<file path="src/rtl/fifo_pkg.sv">
// Shared helpers for the parametrised synchronous FIFO: pointer/count width
// arithmetic and the legality rules for the configuration parameters.
package fifo_pkg;

  // Ceiling log2 for elaboration-time width derivation (value >= 1).
  function automatic int clog2_f(input int value);
    int r;
    r = 0;
    while ((1 << r) < value) r++;
    return r;
  endfunction

  // Occupancy needs one more bit than the pointers so that DEPTH is representable.
  function automatic int cnt_w_f(input int depth);
    return clog2_f(depth) + 1;
  endfunction

  // Depth must be a power of two so pointers wrap by plain overflow.
  function automatic bit is_pow2_f(input int value);
    return (value >= 2) && ((value & (value - 1)) == 0);
  endfunction

  // Almost-full threshold must be reachable and non-trivial: 1..depth.
  function automatic bit af_legal_f(input int depth, input int af_level);
    return (af_level >= 1) && (af_level <= depth);
  endfunction

  // Almost-empty threshold must lie in 0..depth-1.
  function automatic bit ae_legal_f(input int depth, input int ae_level);
    return (ae_level >= 0) && (ae_level <= depth - 1);
  endfunction

endpackage

</file>
<file path="src/rtl/fifo_ram.sv">
// Simple dual-port storage array: one synchronous write port and one read
// port that is either asynchronous or registered, chosen by REG_RD.
module fifo_ram
  import fifo_pkg::*;
#(
  parameter int DATA_W = 8,
  parameter int DEPTH  = 8,
  parameter int ADDR_W = clog2_f(DEPTH),
  parameter int REG_RD = 0
) (
  input  logic              clk,
  input  logic              we,
  input  logic [ADDR_W-1:0] waddr,
  input  logic [DATA_W-1:0] wdata,
  input  logic [ADDR_W-1:0] raddr,
  output logic [DATA_W-1:0] rdata
);

  logic [DATA_W-1:0] mem [DEPTH];

  // Write port; contents are deliberately not reset.
  always_ff @(posedge clk) begin
    if (we) mem[waddr] <= wdata;
  end

  if (REG_RD != 0) begin : g_reg_rd
    // Registered read: data appears one edge after the address.
    always_ff @(posedge clk) begin
      rdata <= mem[raddr];
    end
  end else begin : g_async_rd
    assign rdata = mem[raddr];
  end

endmodule

</file>
<file path="src/rtl/sync_fifo_param.sv">
// Parametrised single-clock FIFO with occupancy count, programmable
// almost-full/almost-empty thresholds, sticky overflow/underflow errors and
// a selectable standard (latency-1) or first-word-fall-through read port.
module sync_fifo_param
  import fifo_pkg::*;
#(
  parameter  int DATA_W   = 8,
  parameter  int DEPTH    = 8,
  parameter  int AF_LEVEL = DEPTH - 1,
  parameter  int AE_LEVEL = 1,
  parameter  int FWFT     = 0,
  localparam int PTR_W    = clog2_f(DEPTH)
) (
  input  logic              clk,
  input  logic              rst,
  input  logic              wr_en,
  input  logic [DATA_W-1:0] wr_data,
  input  logic              rd_en,
  output logic [DATA_W-1:0] rd_data,
  output logic              rd_valid,
  output logic              full,
  output logic              empty,
  output logic              almost_full,
  output logic              almost_empty,
  output logic [PTR_W:0]    count,
  output logic              overflow,
  output logic              underflow,
  input  logic              err_clr
);

  localparam int CNT_W = cnt_w_f(DEPTH);

  localparam logic [CNT_W-1:0] DEPTH_C = CNT_W'(DEPTH);
  localparam logic [CNT_W-1:0] AF_C    = CNT_W'(AF_LEVEL);
  localparam logic [CNT_W-1:0] AE_C    = CNT_W'(AE_LEVEL);

  // Configuration legality, rejected at elaboration.
  if (DATA_W < 1) begin : g_bad_width
    $error("sync_fifo_param: DATA_W must be at least 1");
  end
  if (!is_pow2_f(DEPTH)) begin : g_bad_depth
    $error("sync_fifo_param: DEPTH must be a power of two and at least 2");
  end
  if (!af_legal_f(DEPTH, AF_LEVEL)) begin : g_bad_af
    $error("sync_fifo_param: AF_LEVEL must lie in 1..DEPTH");
  end
  if (!ae_legal_f(DEPTH, AE_LEVEL)) begin : g_bad_ae
    $error("sync_fifo_param: AE_LEVEL must lie in 0..DEPTH-1");
  end

  logic [PTR_W-1:0]  wr_ptr;
  logic [PTR_W-1:0]  rd_ptr;
  logic [PTR_W-1:0]  wr_ptr_n;
  logic [PTR_W-1:0]  rd_ptr_n;
  logic [CNT_W-1:0]  count_n;
  logic              wr_acc;
  logic              rd_acc;
  logic              ram_we;
  logic [PTR_W-1:0]  ram_raddr;
  logic [DATA_W-1:0] ram_q;

  // Accept decisions use only registered flags, so no request-to-flag path exists;
  // a write into a full FIFO is allowed when the same edge pops a word.
  always_comb begin
    rd_acc   = rd_en & ~empty;
    wr_acc   = wr_en & (~full | rd_acc);
    wr_ptr_n = wr_acc ? wr_ptr + PTR_W'(1) : wr_ptr;
    rd_ptr_n = rd_acc ? rd_ptr + PTR_W'(1) : rd_ptr;
    count_n  = count + CNT_W'(wr_acc) - CNT_W'(rd_acc);
  end

  // Nothing is stored during the reset cycle.
  assign ram_we = wr_acc & ~rst;

  fifo_ram #(
    .DATA_W (DATA_W),
    .DEPTH  (DEPTH),
    .ADDR_W (PTR_W),
    .REG_RD (0)
  ) u_ram (
    .clk   (clk),
    .we    (ram_we),
    .waddr (wr_ptr),
    .wdata (wr_data),
    .raddr (ram_raddr),
    .rdata (ram_q)
  );

  // Pointers, occupancy and flags, all derived from the next occupancy value.
  always_ff @(posedge clk) begin
    if (rst) begin
      wr_ptr       <= '0;
      rd_ptr       <= '0;
      count        <= '0;
      full         <= 1'b0;
      empty        <= 1'b1;
      almost_full  <= 1'b0;
      almost_empty <= 1'b1;
    end else begin
      wr_ptr       <= wr_ptr_n;
      rd_ptr       <= rd_ptr_n;
      count        <= count_n;
      full         <= (count_n == DEPTH_C);
      empty        <= (count_n == '0);
      almost_full  <= (count_n >= AF_C);
      almost_empty <= (count_n <= AE_C);
    end
  end

  // Sticky error flags; a new rejection in the clearing cycle wins over err_clr.
  always_ff @(posedge clk) begin
    if (rst) begin
      overflow  <= 1'b0;
      underflow <= 1'b0;
    end else begin
      overflow  <= (wr_en & ~wr_acc) | (overflow & ~err_clr);
      underflow <= (rd_en & ~rd_acc) | (underflow & ~err_clr);
    end
  end

  if (FWFT != 0) begin : g_fwft
    // The head register tracks the word at the post-edge read pointer; the
    // array is looked up at rd_ptr_n, and bypassed when that slot is being
    // written on this same edge (the incoming word becomes the only entry).
    assign ram_raddr = rd_ptr_n;
    assign rd_valid  = ~empty;

    // Head register load; holds while the FIFO drains to empty.
    always_ff @(posedge clk) begin
      if (rst) begin
        rd_data <= '0;
      end else if (count_n != '0) begin
        rd_data <= (wr_acc && (wr_ptr == rd_ptr_n)) ? wr_data : ram_q;
      end
    end
  end else begin : g_std
    assign ram_raddr = rd_ptr;

    // Registered read: an accepted pop presents the head word after the edge.
    always_ff @(posedge clk) begin
      if (rst) begin
        rd_data  <= '0;
        rd_valid <= 1'b0;
      end else begin
        rd_valid <= rd_acc;
        if (rd_acc) rd_data <= ram_q;
      end
    end
  end

endmodule

</file>
<file path="config.mk">
export PLATFORM = sky130hd
export DESIGN_NAME = sync_fifo_param
export DESIGN_NICKNAME = d
export VERILOG_FILES = /design/src/rtl/fifo_pkg.sv /design/src/rtl/fifo_ram.sv /design/src/rtl/sync_fifo_param.sv
export SDC_FILE = /design/constraint.sdc
export NUM_CORES = 1
export LEC_CHECK = 0
export CORE_MARGIN = 2
export CORE_UTILIZATION = 35
export CTS_CLUSTER_DIAMETER = 150
export DETAILED_ROUTE_END_ITERATION = 10
export PLACE_DENSITY = 0.61
export SETUP_SLACK_MARGIN = 0.5
export SLEW_MARGIN = 20
export SYNTH_ARGS = -nofsm -noshare
export SYNTH_HDL_FRONTEND = slang
export SYNTH_SLANG_ARGS = --single-unit
</file>
<file path="constraint.sdc">
create_clock -name clk -period 4.7 [get_ports clk]
set_input_delay 0.47 -clock clk [delete_from_list [all_inputs] [get_ports clk]]
set_output_delay 0.47 -clock clk [all_outputs]
set_load 0.005 [all_outputs]
</file>
==> results of run 1 <==
area by class of cell:
class	instances	share of cell area (%)
well taps	133	3.992
inverters	8	0.7203
flip-flops and latches	89	58.13
clock inverters	1	0.1200
multi-input cells	135	25.03
repair buffers	34	7.983
clock buffers	15	4.022
layer usage:
metal / part of all wire, % / routed length, um / vias to the layer above / track usage [%]
met5: 0 / 0 / - / 0
met4: 1.9 / 139 / 0 / 6.000
met3: 2.2 / 159 / 12 / 2.558
met2: 48 / 3450 / 24 / 21.38
met1: 47 / 3383 / 962 / 17.77
li1: - / - / 972 / -
final timing paths:
check | startpoint | to | slack (ns)
worst max-delay path | rd_en | almost_full$_SDFF_PP0_ | 1.43
worst min-delay path | overflow$_SDFF_PP0_ | overflow$_SDFF_PP0_ | 0.51
worst max register to register | empty$_SDFF_PP1_ | almost_full$_SDFF_PP0_ | 1.57
worst min register to register | overflow$_SDFF_PP0_ | overflow$_SDFF_PP0_ | 0.51
worst max-delay path: stages:
cell and delay [ns]:
clkdlybuf4s50_1 0.44, nand2b_2 0.27, inv_2 0.20, o21ai_2 0.41, ha_1 0.30, inv_1 0.05
ha_1 0.15, inv_1 0.05, fa_1 0.38, xor2_1 0.21, or3b_2 0.45, a21oi_1 0.14
state kept, by name, summed over array words and instances, names as in the netlist:
signal and cells:
almost_empty 1, almost_full 1, count 4, empty 1
full 1, overflow 1, ram_raddr 3, rd_data 8
rd_valid 1, u_ram.mem 64, underflow 1, wr_ptr 3
layout by cell type, fill, tap and decap left out:
cell type	count
a21oi_2	1
nor2_1	26
a21oi_1	10
a22oi_1	17
nor2b_1	3
fa_1	1
dfxtp_2	1
a21o_1	2
nor4b_2	1
a31o_2	1
a32oi_1	1
dfxtp_1	24
nor3_2	11
or3b_2	1
clkbuf_1	5
clkbuf_8	9
edfxtp_1	64
o211ai_1	2
inv_2	1
nand3b_1	1
clkbuf_16	1
nand2b_2	1
clkdlybuf4s50_1	31
clkinv_2	1
ha_1	6
buf_4	3
nor4_1	1
nor4_2	1
xnor2_1	2
nand2_1	6
xor2_1	5
inv_1	7
and2_1	1
o21ai_2	1
mux2i_1	33
power groups by stage:
stage                     clock network [mW]  registers (mW)  logic, mW
after CTS                              0.482            1.02      0.541
final                                  0.471            1.02      0.535
after detailed placement                   0            1.04      0.541
after global placement                     0            1.04      0.523
after global routing                   0.510            1.04      0.590
after floorplan                            0           0.989      0.401
kinds of logic (layout without fill, tap and decap cells):
| kind of cell | Yosys count | after routing | synth area share [%] |
|---|---|---|---|
| fa+ha+maj | 7 | 7 | 2.661 |
| compound gates | 35 | 35 | 6.793 |
| mux | 33 | 33 | 9.244 |
| flops | 89 | 89 | 67.79 |
| buf+inv | 20 | 58 | 3.781 |
| xor+xnor | 7 | 7 | 1.716 |
| simple gates | 53 | 53 | 8.018 |
metrics by stage:
| stage | hold WS (ns) | power (mW) |
|---|---|---|
| 6_report | 0.5063 | 2.026 |
| 5_1_grt | 0.5522 | 2.135 |
| 4_1_cts | 0.5093 | 2.048 |
| 3_5_place_dp | 0.4851 | 1.582 |
| 3_3_place_gp | 0.4821 | 1.565 |
| 2_1_floorplan | 0.4764 | 1.390 |
==> impl_metrics.yaml, run 1 <==
run_status:
  status: "completed"
synth:
  yosysUniqueCellTypes: 34
  async_flop_share_pct: 0
  ys_warn_count: 0
  synth_seq_area_share_pct: 67.79
  syn_avg_cell_area_um2: 14.65
  synth_area_leaders: "edfxtp_1, dfxtp_1, mux2i_1, a22oi_1, nor2_1"
  synth_edf_count: 64
  synthCells: 244
  synth.top_cell.area_share_pct: 53.78
  yosys.area.top_type: "edfxtp_1"
  yosysMostFrequentCell: "edfxtp_1"
  synth_nets: 264
  ys.flop_type: "edfxtp_1"
  synth_common_cells: "edfxtp_1, mux2i_1, nor2_1, dfxtp_1, a22oi_1"
  mappedNetlistArea_um2: 3573
  synth-seq-cells: 89
min_path:
  worstHoldPathType: "reg -> reg"
  holdPathStages: 2
worst_setup_path:
  cp_max_fo: 15
  start_kind: "primary input"
  cp.required_ns: 4.98
  path_class: "in -> reg"
  cp.arrival_ns: 3.55
  ff2ff_path_depth: 11
  endpoint_kind: "register"
layout:
  drive_above_1_share_pct: 12.06
  multi_input_area_um2: 1044
  fin_area_um2: 4169
  register_area_um2: 2424
  fin_cells: 415
  n_fill_cell: 907
  fin_util_pct: 42.26
  nNetsFinal: 297
  syn_to_final_growth_pct: 16.67
  diodes: 0
sta:
  fin_tns_setup_ns: 0
  timing.final.ws_setup_ns: 1.429
  timing.fmax_mhz: 305.7
  fin_worst_skew_ns: 0.007194
  hold_violations: 0
  maxSlewViolCount: 0
  worst_slew_margin_rel_pct: 28.16
  rsz0062_at_grt: "false"
  fin_crit_sh_pct: 69.59
  setup_viol: 0
  finalCriticalPeriod_ns: 3.271
  worst_pin_slew_ns: 1.078
power:
  power_frac_comb_pct: 26.4
  leakage_nw: 1.380
  p_int_mw: 1.428
  clockPowerShare_pct: 23.2
  swShare_pct: 29.54
  ir_drop_v: 0.0001477
  p_seq_share_pct: 50.4
  p_sw_mw: 0.5986
  power_density_nw_per_um2: 486.0
drt:
  wl_um: 7133
  drt_iter0_markers: 86
  vias_per_cell: 4.747
  wl_per_cell_um: 17.19
  drc: 0
  firstDrtPassIters: 4
  ant_nets: 0
  vias: 1970
grt:
  grt.total_usage_pct: 13.42
  grt_pass1_wl_um: 10850
  grt_max_degree: 35
  antenna_found_initial: 0
  grt_pass1_vias: 1939
  grt_remaining_overflow: 0
clocking:
  hold_buffers: 0
  cts.repair.resized: 0
  clockBufferDepth: 2
  htreeDepth: 3
  post_cts_buffers: 0
  clock_sinks: 89
  cts_made_buffers: 9
  tritoncts: "yes"
  cts_root_buf: "clkbuf_8"
  insertion_delay_ns: 0.35
  path_clk_slew_ns: 0.08
die:
  num_rows: 36
  ioPinCount: 32
  die_y_um: 105.0
  core-area_um2: 9864
  die_x_um: 105.0
  initial_core_util_pct: 36.23
  die_area_um2: 11030
run:
  drv_cap: 0
placement:
  hpwl_um: 4469
  io_buffers: 31
  dpl_worst_slack_ns: 1.037
  dp.cells: 399
  dpl_cell_area_um2: 3996
  place_congestion: 0.7121
Power figures use the tool's default switching activity.
==> run 2: changes to the inputs <==
- PLACE_DENSITY: 0.61 -> 0.63
- clock period: 4.7 -> 2.8 ns (I/O delays scaled with it)
==> run 2 against run 1 <==
Net effect: total power is 80% higher; global-route usage is 0.075 points higher; hold slack gained 0.0099 ns.
==> impl_metrics.yaml, run 2 (synthesis gave the netlist of run 1 again) <==
worst_setup_path:
  cp_max_fo: 4
  endpoint_kind: "register"
  slowest_stage: "clkdlybuf4s50_1"
  worstPathCellList: "clkdlybuf4s50_1 > nand2b_4 > inv_4 > o21ai_4 > ha_4 > inv_1 > ha_2 > inv_2 > fa_2 > xor2_4 > or3b_4 > a21oi_2"
  max_stage_delay_ns: 0.46
  cp_top_family: "adder cells"
  cp.arrival_ns: 2.57
  path_class: "in -> reg"
  start_kind: "primary input"
  cp.required_ns: 3.08
  worstPathBufferInverterCount: 4
  reg2reg_from: "empty$_SDFF_PP1_"
  crit_start: "rd_en"
power:
  power_density_nw_per_um2: 840.4
  p_sw_mw: 1.097
  leakage_nw: 1.460
  power_frac_comb_pct: 29.4
  p_seq_share_pct: 45.9
  swShare_pct: 30.01
  clockPowerShare_pct: 24.7
  p_int_mw: 2.558
  ir_drop_v: 0.0002512
clocking:
  path_clk_slew_ns: 0.09
  tritoncts: "yes"
  clock_sinks: 89
  clockBufferDepth: 2
  htreeDepth: 3
  hold_buffers: 0
  cts_made_buffers: 9
  insertion_delay_ns: 0.35
  cts_root_buf: "clkbuf_8"
layout:
  largest_register_ffs: 64
  register_area_um2: 2426
  final_cell_mix: "edfxtp_1, mux2i_1, clkdlybuf4s50_1, nor2_1, dfxtp_1"
  nNetsFinal: 309
  n_fill_cell: 883
  syn_to_final_growth_pct: 21.71
  diodes: 0
  largest_registers: "u_ram.mem x64, rd_data x8, count x4"
  final_common_cell: "edfxtp_1"
  fin_util_pct: 44.09
  multi_input_area_um2: 1084
  largest-register: "u_ram.mem"
  drive_above_1_share_pct: 18.71
sta:
  maxSlewViolCount: 0
  hold_violations: 0
  timing.fmax_mhz: 438.0
  finalCriticalPeriod_ns: 2.283
  fin_worst_skew_ns: 0.006374
  rsz0062_at_grt: "true"
  worst_pin_slew_ns: 0.7494
  fin_tns_setup_ns: 0
  fin_crit_sh_pct: 81.54
  setup_viol: 0
  worst_slew_margin_rel_pct: 49.94
drt:
  wl_um: 7053
  drt_iter0_markers: 159
  firstDrtPassIters: 4
  ant_nets: 0
  drc: 0
  vias: 2038
  wl_per_cell_um: 16.52
  vias_per_cell: 4.773
run:
  drv_cap: 0
die:
  initial_core_util_pct: 36.23
  die_x_um: 105.0
  num_rows: 36
  core-area_um2: 9864
  die_area_um2: 11030
  ioPinCount: 32
  die_y_um: 105.0
grt:
  grt_remaining_overflow: 0
  grt_pass1_vias: 2027
  antenna_found_initial: 0
  grt_max_degree: 19
  grt_pass1_wl_um: 11150
  grt.total_usage_pct: 13.50
min_path:
  min_from: "overflow$_SDFF_PP0_"
  worstHoldPathType: "reg -> reg"
placement:
  hpwl_um: 4503
  io_buffers: 31
  place_congestion: 0.7334
run_status:
  status: "completed"
## run 2: changes by cell type in the layout (fill, tap and decap cells not counted), moves of 2 or more
cell / previous run / this run
clkbuf_1: 5 / 1
dfxtp_2: 1 / 3
buf_4: 3 / 14
nor3_1: 0 / 3
dfxtp_1: 24 / 22
nor3_2: 11 / 8
inv_6: 0 / 2
ha_1: 6 / 4
## run 2: cell type report
type / instances / area share, %
Timing Repair Buffer: 46 / 10.01
Clock inverter: 5 / 1.467
Sequential cell: 89 / 55.78
Multi-Input combinational cell: 135 / 24.91
Tap cell: 133 / 3.826
Clock buffer: 11 / 3.251
Inverter: 8 / 0.7480
## run 2: timing repair
action	4_1_cts	5_1_grt
gates resized for setup	0	4
setup endpoints to repair	0	2
setup buffers	0	1
endpoints found under the hold margin	0	0
## run 2: metrics by stage
stage	power (mW)	instance area (um2)	cells	hold WS [ns]	worst slack [ns]
after CTS	3.627	4313	426	0.5240	0.5021
after detailed placement	2.729	4108	410	0.4983	0.1460
final	3.655	4349	427	0.5162	0.5168
after floorplan	2.384	3607	244	0.3789	0.5018
after global routing	3.870	4349	427	0.5556	0.4575
after global placement	2.708	4108	410	0.4905	0.1719
## run 2: metal layers
layer	global-route usage [%]	share of wire, %	up-vias
met2	21.47	48	37
met5	0	0	-
met4	4.571	1.3	0
met3	2.807	3.2	8
li1	-	-	988
met1	18.38	47	1005
## run 2: power by group through the flow
stage          Combinational [mW]  Clock (mW)  Sequential (mW)
5_1_grt                      1.18       0.984             1.70
3_5_place_dp                 1.02           0             1.71
2_1_floorplan               0.721           0             1.66
4_1_cts                      1.02       0.924             1.68
6_report                     1.07       0.902             1.68
3_3_place_gp                 1.00           0             1.71
## run 2: worst paths after layout
path	to	slack (ns)	depth (start not counted)
worst max-delay path	almost_full$_SDFF_PP0_	0.52	12
worst min-delay path	overflow$_SDFF_PP0_	0.52	2
worst max register to register	almost_full$_SDFF_PP0_	0.53	11
worst min register to register	overflow$_SDFF_PP0_	0.52	2
## run 2: worst min-delay path, delay by kind of cell (launching register included)
kind               cells  cell delay, ns
DFF                    1            0.34
AOI/OAI and AO/OA      1            0.07
and+or+nand+nor        1            0.08
